==> src/rtl/clint_timer_slave_if.sv <==
// Request/ready bus between the CPU and the CLINT timer slave.
// The master drives the request fields; the slave returns rdata and a one-cycle ready.
interface clint_timer_slave_if;
    logic        req;
    logic        we;
    logic [31:0] addr;
    logic [31:0] wdata;
    logic [3:0]  wstrb;
    logic [31:0] rdata;
    logic        ready;

    modport master (output req, we, addr, wdata, wstrb, input rdata, ready);
    modport slave  (input req, we, addr, wdata, wstrb, output rdata, ready);
endinterface

==> src/rtl/clint_timer_slave.sv <==
// CLINT-style machine timer (mtime, mtimecmp, msip) behind a req/ready slave bus.
// Optional: define CLINT_MTIME_SNAPSHOT_EN for a tear-free lo-then-hi mtime read via a shadow register.
module clint_timer_slave #(
    parameter int unsigned TICK_DIV     = 1,
    parameter logic [63:0] MTIMECMP_RST = 64'hFFFF_FFFF_FFFF_FFFF
) (
    input  logic               clk,
    input  logic               rst_n,
    clint_timer_slave_if.slave bus,
    output logic               timer_irq,
    output logic               soft_irq
);
    typedef enum logic {IDLE, ACK} state_t;

    state_t      state;
    logic [63:0] mtime;
    logic [63:0] mtimecmp;
    logic        msip;
    logic [15:0] prescaler;
    logic [31:0] rd_val;
    logic [31:0] hi_view;
    logic        access;
    logic        wr;
    logic        tick;
    logic        sel_msip;
    logic        sel_cmp_lo;
    logic        sel_cmp_hi;
    logic        sel_time_lo;
    logic        sel_time_hi;
    logic        unused_addr;

    function automatic logic [31:0] merge_lanes(input logic [31:0] old,
                                                input logic [31:0] wd,
                                                input logic [3:0]  strb);
        logic [31:0] res;
        for (int b = 0; b < 4; b++) begin
            res[8*b +: 8] = strb[b] ? wd[8*b +: 8] : old[8*b +: 8];
        end
        return res;
    endfunction

    assign access      = (state == IDLE) && bus.req;
    assign wr          = access && bus.we;
    assign tick        = (prescaler == 16'(TICK_DIV - 1));
    assign sel_msip    = (bus.addr[15:2] == 14'h0000);
    assign sel_cmp_lo  = (bus.addr[15:2] == 14'h1000);
    assign sel_cmp_hi  = (bus.addr[15:2] == 14'h1001);
    assign sel_time_lo = (bus.addr[15:2] == 14'h2FFE);
    assign sel_time_hi = (bus.addr[15:2] == 14'h2FFF);
    // The region decode happens upstream; these address bits are intentionally ignored.
    assign unused_addr = ^{bus.addr[31:16], bus.addr[1:0]};

`ifdef CLINT_MTIME_SNAPSHOT_EN
    logic [31:0] shadow;

    always_ff @(posedge clk or negedge rst_n) begin
        if (!rst_n) begin
            shadow <= '0;
        end else if (access && !bus.we && sel_time_lo) begin
            shadow <= mtime[63:32];
        end
    end

    assign hi_view = shadow;
`else
    assign hi_view = mtime[63:32];
`endif

    always_comb begin
        rd_val = '0;
        if (sel_msip)    rd_val = {31'b0, msip};
        if (sel_cmp_lo)  rd_val = mtimecmp[31:0];
        if (sel_cmp_hi)  rd_val = mtimecmp[63:32];
        if (sel_time_lo) rd_val = mtime[31:0];
        if (sel_time_hi) rd_val = hi_view;
    end

    always_ff @(posedge clk or negedge rst_n) begin
        if (!rst_n) begin
            prescaler <= '0;
            mtime     <= '0;
            mtimecmp  <= MTIMECMP_RST;
            msip      <= 1'b0;
            timer_irq <= 1'b0;
            soft_irq  <= 1'b0;
        end else begin
            prescaler <= tick ? '0 : prescaler + 16'd1;
            // A bus write to either mtime half wins over the tick and drops that increment.
            if (wr && sel_time_lo) begin
                mtime[31:0] <= merge_lanes(mtime[31:0], bus.wdata, bus.wstrb);
            end else if (wr && sel_time_hi) begin
                mtime[63:32] <= merge_lanes(mtime[63:32], bus.wdata, bus.wstrb);
            end else if (tick) begin
                mtime <= mtime + 64'd1;
            end
            if (wr && sel_cmp_lo) mtimecmp[31:0]  <= merge_lanes(mtimecmp[31:0], bus.wdata, bus.wstrb);
            if (wr && sel_cmp_hi) mtimecmp[63:32] <= merge_lanes(mtimecmp[63:32], bus.wdata, bus.wstrb);
            if (wr && sel_msip && bus.wstrb[0]) msip <= bus.wdata[0];
            timer_irq <= (mtime >= mtimecmp);
            soft_irq  <= msip;
        end
    end

    always_ff @(posedge clk or negedge rst_n) begin
        if (!rst_n) begin
            state     <= IDLE;
            bus.ready <= 1'b0;
            bus.rdata <= '0;
        end else begin
            case (state)
                IDLE: begin
                    if (bus.req) begin
                        state     <= ACK;
                        bus.ready <= 1'b1;
                        bus.rdata <= rd_val;
                    end
                end
                ACK: begin
                    state     <= IDLE;
                    bus.ready <= 1'b0;
                    bus.rdata <= '0;
                end
                default: begin
                    state     <= IDLE;
                    bus.ready <= 1'b0;
                    bus.rdata <= '0;
                end
            endcase
        end
    end
endmodule

==> src/flat_wrapper.sv <==
// flat-port wrapper written by rule: the top's interface ports become plain ports
module clint_timer_slave_flat 
#(
    parameter int unsigned TICK_DIV     = 1,
    parameter logic [63:0] MTIMECMP_RST = 64'hFFFF_FFFF_FFFF_FFFF
)
  (clk, rst_n, timer_irq, soft_irq, bus_req, bus_we, bus_addr, bus_wdata, bus_wstrb, bus_rdata, bus_ready);
  clint_timer_slave_if bus_i ();
  input  logic clk;
  input  logic rst_n;
  output logic timer_irq;
  output logic soft_irq;
  input wire logic [$bits(bus_i.req)-1:0] bus_req;
  input wire logic [$bits(bus_i.we)-1:0] bus_we;
  input wire logic [$bits(bus_i.addr)-1:0] bus_addr;
  input wire logic [$bits(bus_i.wdata)-1:0] bus_wdata;
  input wire logic [$bits(bus_i.wstrb)-1:0] bus_wstrb;
  output wire logic [$bits(bus_i.rdata)-1:0] bus_rdata;
  output wire logic [$bits(bus_i.ready)-1:0] bus_ready;
  assign bus_i.req = bus_req;
  assign bus_i.we = bus_we;
  assign bus_i.addr = bus_addr;
  assign bus_i.wdata = bus_wdata;
  assign bus_i.wstrb = bus_wstrb;
  assign bus_rdata = bus_i.rdata;
  assign bus_ready = bus_i.ready;
  clint_timer_slave #(.TICK_DIV(TICK_DIV), .MTIMECMP_RST(MTIMECMP_RST)) u_core (.clk(clk), .rst_n(rst_n), .bus(bus_i), .timer_irq(timer_irq), .soft_irq(soft_irq));
endmodule
==> config.mk <==
export PLATFORM = sky130hd
export DESIGN_NAME = clint_timer_slave_flat
export DESIGN_NICKNAME = d
export VERILOG_FILES = /design/src/rtl/clint_timer_slave_if.sv /design/src/rtl/clint_timer_slave.sv /design/src/flat_wrapper.sv
export SDC_FILE = /design/constraint.sdc
export NUM_CORES = 1
export LEC_CHECK = 0
export ABC_AREA = 1
export BUFFER_PORTS_ARGS = -buffer_cell sky130_fd_sc_hd__buf_2
export CAP_MARGIN = 5
export CELL_PAD_IN_SITES_DETAIL_PLACEMENT = 1
export CELL_PAD_IN_SITES_GLOBAL_PLACEMENT = 1
export CORE_ASPECT_RATIO = 1.5
export CORE_MARGIN = 5
export CORE_UTILIZATION = 30
export DETAILED_ROUTE_END_ITERATION = 16
export GPL_ROUTABILITY_DRIVEN = 0
export PLACE_DENSITY_LB_ADDON = 0.1
export SETUP_SLACK_MARGIN = 0.4
export SYNTH_ARGS = -nofsm -noshare
export SYNTH_HDL_FRONTEND = slang
export SYNTH_SLANG_ARGS = --single-unit
==> constraint.sdc <==
create_clock -name clk -period 2.1 [get_ports clk]
set_clock_uncertainty 0.05 [all_clocks]
set_input_delay 0.105 -clock clk [delete_from_list [all_inputs] [get_ports clk]]
set_output_delay 0.105 -clock clk [all_outputs]
set_load 0.01 [all_outputs]
Word-level counts from Yosys, hierarchy flattened
Cells that the tools add are included.

storage, ports and cells
  flip-flop bits (word level) = 181
  bits of input ports = 72
  output and inout bits = 35
  word-level logic and storage cells = 90

operators by class
  add/sub/neg operators = 2
  order comparisons = 1
  equality and inequality tests = 14
  multiplexer cells = 20
  bitwise gates (word level) = 2
  reductions and logical operators = 28

operators with widths
  cell                                                    number
  two-way mux 32 bit                                      8
  adder 64 x 1 -> 64 bit (second input constant)          1
  greater-or-equal comparator 64 bit                      1
  two-way mux 64 bit                                      1
  one-hot mux 32 bit (2 select lines)                     1
  two-way mux 8 bit                                       4
  equality test 14 x 13 -> 1 bit (second input constant)  2
  equality test 14 bit (second input constant)            2
  AND reduction 3 bit                                     8
  inequality test 2 bit (second input constant)           9
  adder 16 x 1 -> 16 bit (second input constant)          1
  zero test 16 bit                                        1
  two-way mux 16 bit                                      1
  AND reduction 2 bit                                     8
  zero test 14 bit                                        1
  logical AND 1 bit                                       8
  one-hot mux 1 bit (2 select lines)                      2
  nonzero test 2 bit                                      2
  two-way mux 1 bit                                       3
  inequality test 2 x 1 -> 1 bit (second input constant)  1
  NOT 1 bit                                               2

Depth between registers and ports, before layout
  word-level depth = 8
  mapped depth = 15
  gate-level depth less buffers = 15

Least setup slack after synthesis
OpenSTA, ideal clock, no wires.

  kind = register -> register
  from = register u_core.mtime[1]
  to = register u_core.mtime[48]
  setup time = 0.117 ns
  arrival = 1.616 ns
  path slack = 0.318 ns
  cell stages (with the launch flop) = 11
  clock period less this slack = 1.782 ns
  path through = dfrtp_1 ha_1 inv_1 nor2_1 nand2_1 nor2_1 nand2_1 o21ai_0 nand3_1 nand2_1 nand2_1

between the ends
  cells in the longest elaborated chain, start to end = 3

ends and longest elaborated chain
  element                 line                     source
  start, declared         clint_timer_slave.sv:16  logic [63:0] mtime;
  start signal, assigned  clint_timer_slave.sv:90  mtime[31:0] <= merge_lanes(mtime[31:0], bus.wdata, bus.wstrb);
  start signal, assigned  clint_timer_slave.sv:94  mtime <= mtime + 64'd1;
  adder 64 x 1 -> 64 bit  clint_timer_slave.sv:94
  two-way mux 64 bit      clint_timer_slave.sv:93  end else if (tick) begin
  two-way mux 32 bit      clint_timer_slave.sv:91  end else if (wr && sel_time_hi) begin

Every way passes these cells. The select of a mux whose other input is x is not followed.
A chain may end at the register's enable or synchronous reset.

Worst setup path in the final report
  from = register u_core.mtimecmp[23]
  to = register u_core.timer_irq

between the ends
  cells in the longest elaborated chain, start to end = 1

ends and longest elaborated chain
  element                             line                     source
  start, declared                     clint_timer_slave.sv:17  logic [63:0] mtimecmp;
  start signal, assigned              clint_timer_slave.sv:96  if (wr && sel_cmp_lo) mtimecmp[31:0] <= merge_lanes(mtimecmp[31:0], bus.wdata, bus.wstrb);
  greater-or-equal comparator 64 bit  clint_timer_slave.sv:99  timer_irq <= (mtime >= mtimecmp);
  end signal, assigned                clint_timer_slave.sv:99
  end, declared                       clint_timer_slave.sv:10  output logic timer_irq,

Every way passes these cells.

==> metrics <==
post-synth top area share=22.9%; Via density=5.05; clk_lat worst skew=480 ps; critical setup path kind=flop to flop; total core area=42,100 um2; Pint=5780 uW; fin. max-slew vios=0; Hold Fails Final Rpt=0; CTS Root Cell=clkbuf_16; Die W=179 um; DP HPWL=45.9 mm; vias in the first global route=15,312; initial antenna violation count=0; P_leak=0.00964 uW; Post-synth ARST share=100%; fin nets=2,476; status=finished, final reports clean; Comb pwr share=13.3%; synthesized cell area=12,800 um2; CP Capture Type=flop; Clock Tree Buf Depth=2; clock slew at reported path FFs=80 ps; routed wire length=63.9 mm; Avg Cell Area, Syn=6.53 um2; Psw=2370 uW; Final ANT Viol Nets=0; Fillers=5,226; worst reg2reg path depth=10; final setup fails=0; first-pass GRT wire length=90.9 mm; CTS tree=yes; yosys warns=0; worst hold path depth=4; maxcap violations=0; top post-synthesis cells by area=dfrtp_1, nand2_1, dfstp_2, inv_1, ha_1; DRC errors left=0; synth unique cells=35; part of the power in registers=44.5%; power per cell area=413 nW/um2; CP required=2460 ps; Clock power frac=42.2%; Final Total Pwr=8150 uW; total global-route track usage=25.7%; Post-synth EDFFs=0; DR WL/cell=21.9 um; Worst Hold Class=input port to flop; hold path start=bus_wstrb[2]; grt total ovfl=0; cell with the most instances after synthesis=nand2_1; initial drt markers=657; DR vias=14,718; Ports=107; Die H=263 um; Slew headroom=61.2%; Cell Rows=92; Worst Path Arrival=2410 ps; largest net degree at the start of global routing=51; Num Clock Sinks=181; worst-margin pin slew=576 ps; Post-Layout Cell Count=2,914; Starting Density=30.4%; CP Max Fanout=2; area grow syn2layout=54.5%; Sw Ratio=29.1%; Synth area leader=dfrtp_1; post-synthesis register bit count=181; Hold WS=29.4 ps; RSZ-0062 raised after global routing=true; Main synth FF type=dfrtp_1; Synth Net Count=2,097; CP startpoint=u_core.mtimecmp[23]; r2r startpoint=u_core.mtimecmp[23]; CTS Buf Count=17; Synth Instances=1,958; FMAX=0.489 GHz; fin crit period=2040 ps; H-Tree Depth=4; IO Port Bufs=88; drt pass-1 iters=5; CP Launch Type=flop; share of cells above drive strength 1=39.6%; die footprint=47,000 um2; Diodes inserted=0; Tcrit/Tclk final=97.3%; Inst Count DP=2,730; register area share after synthesis=36.0%; Max rail drop VDD=0.647 mV; commonest cells in the netlist=nand2_1, inv_1, nor2_1, o21ai_0, nand3_1
-- power groups by stage --
stage	registers [uW]	logic (uW)	clock network, uW
finish	3630	1090	3440
global route	3630	1180	3660
CTS	3620	980	3530
detailed placement	3680	785	0
global placement	3680	771	0
floorplan	3680	347	0
-- flip-flops by register name, summed over array words and instances, names as in the netlist --
register          flops
u_core.msip           1
u_core.timer_irq      1
u_core.mtimecmp      64
u_core.prescaler     16
u_core.state          1
u_core.bus.rdata     32
u_core.soft_irq       1
u_core.bus.ready      1
u_core.mtime         64
-- path summary, 6_finish.rpt --
kind | endpoint | slack, ps
max | u_core.timer_irq | 60
min | u_core.mtimecmp[50] | 30
max reg2reg | u_core.timer_irq | 60
min reg2reg | u_core.soft_irq | 360
max in group asynchronous | u_core.mtimecmp[35] | 1170
min in group asynchronous | u_core.mtime[48] | 110
-- per-stage QoR --
step / area [um2] / TNS [ps] / worst slack (ps) / utilization [%]
finish: 19800 / 0 / 56.6 / 46.9
global route: 19800 / 0 / 42.5 / 46.9
CTS: 17900 / 0 / 111 / 42.4
detailed placement: 15100 / -149 / -51.1 / 35.9
global placement: 15100 / -68.9 / -37.6 / 35.9
floorplan: 12800 / 0 / 404 / -
-- what timing repair did --
| item | 4_1_cts | 5_1_grt |
|---|---|---|
| hold buffers | 35 | 0 |
| gates resized for setup | 360 | 382 |
| buffers inserted | 63 | 42 |
| endpoints found under the setup margin | 131 | 128 |
| pin swaps | 85 | 88 |
| cloned | 5 | 7 |
| hold endpoints to repair | 242 | 0 |
-- per-layer routing --
metal / wire length, um / up-vias / GRT usage (%)
met4: 4150 / 0 / 13.5
met5: 0 / - / 0
met1: 24100 / 7223 / 28.5
li1: - / 7014 / -
met3: 2100 / 153 / 2.78
met2: 33600 / 328 / 47.3
-- critical path, cell delays in order, from the launching register on --
cell	delay [ps]
dfstp_2	550
inv_2	40
ha_4	270
nand2_4	60
nor2_4	110
nand4_1	240
nor2_1	190
buf_4	150
and3b_1	170
nand2_1	60
nand3_1	90
-- cell families after synthesis --
| kind of cell | Yosys count | synth area share (%) |
|---|---|---|
| fa+ha+maj | 67 | 6.55 |
| xor+xnor | 33 | 2.26 |
| flops | 181 | 36.0 |
| buf+inv | 293 | 8.73 |
| mux | 1 | 0.0782 |
| compound gates | 265 | 10.6 |
| simple gates | 1118 | 35.8 |
-- area by class of cell --
cell class / instances / area, um2 / share of cell area, %
tap: 564 / 706 / 3.57
clock inverter: 13 / 149 / 0.753
multi-input combinational: 1485 / 9250 / 46.8
sequential: 181 / 4640 / 23.5
timing repair buffer: 402 / 3590 / 18.2
inverter: 250 / 976 / 4.94
clock buffer: 19 / 443 / 2.24
-- cell usage in the layout, fill, tap and decap left out, drive strengths merged, types with 7 or more instances in the layout --
master / instances
dfrtp: 117
nor3: 15
clkbuf: 27
nand2: 691
buf: 359
inv: 251
clkinv: 7
xor2: 27
a21oi: 69
nand3: 143
dfstp: 64
ha: 67
nand4: 38
dlygate4sd3: 35
nor2: 223
o21ai: 190
(Power assumes the default switching activity.)
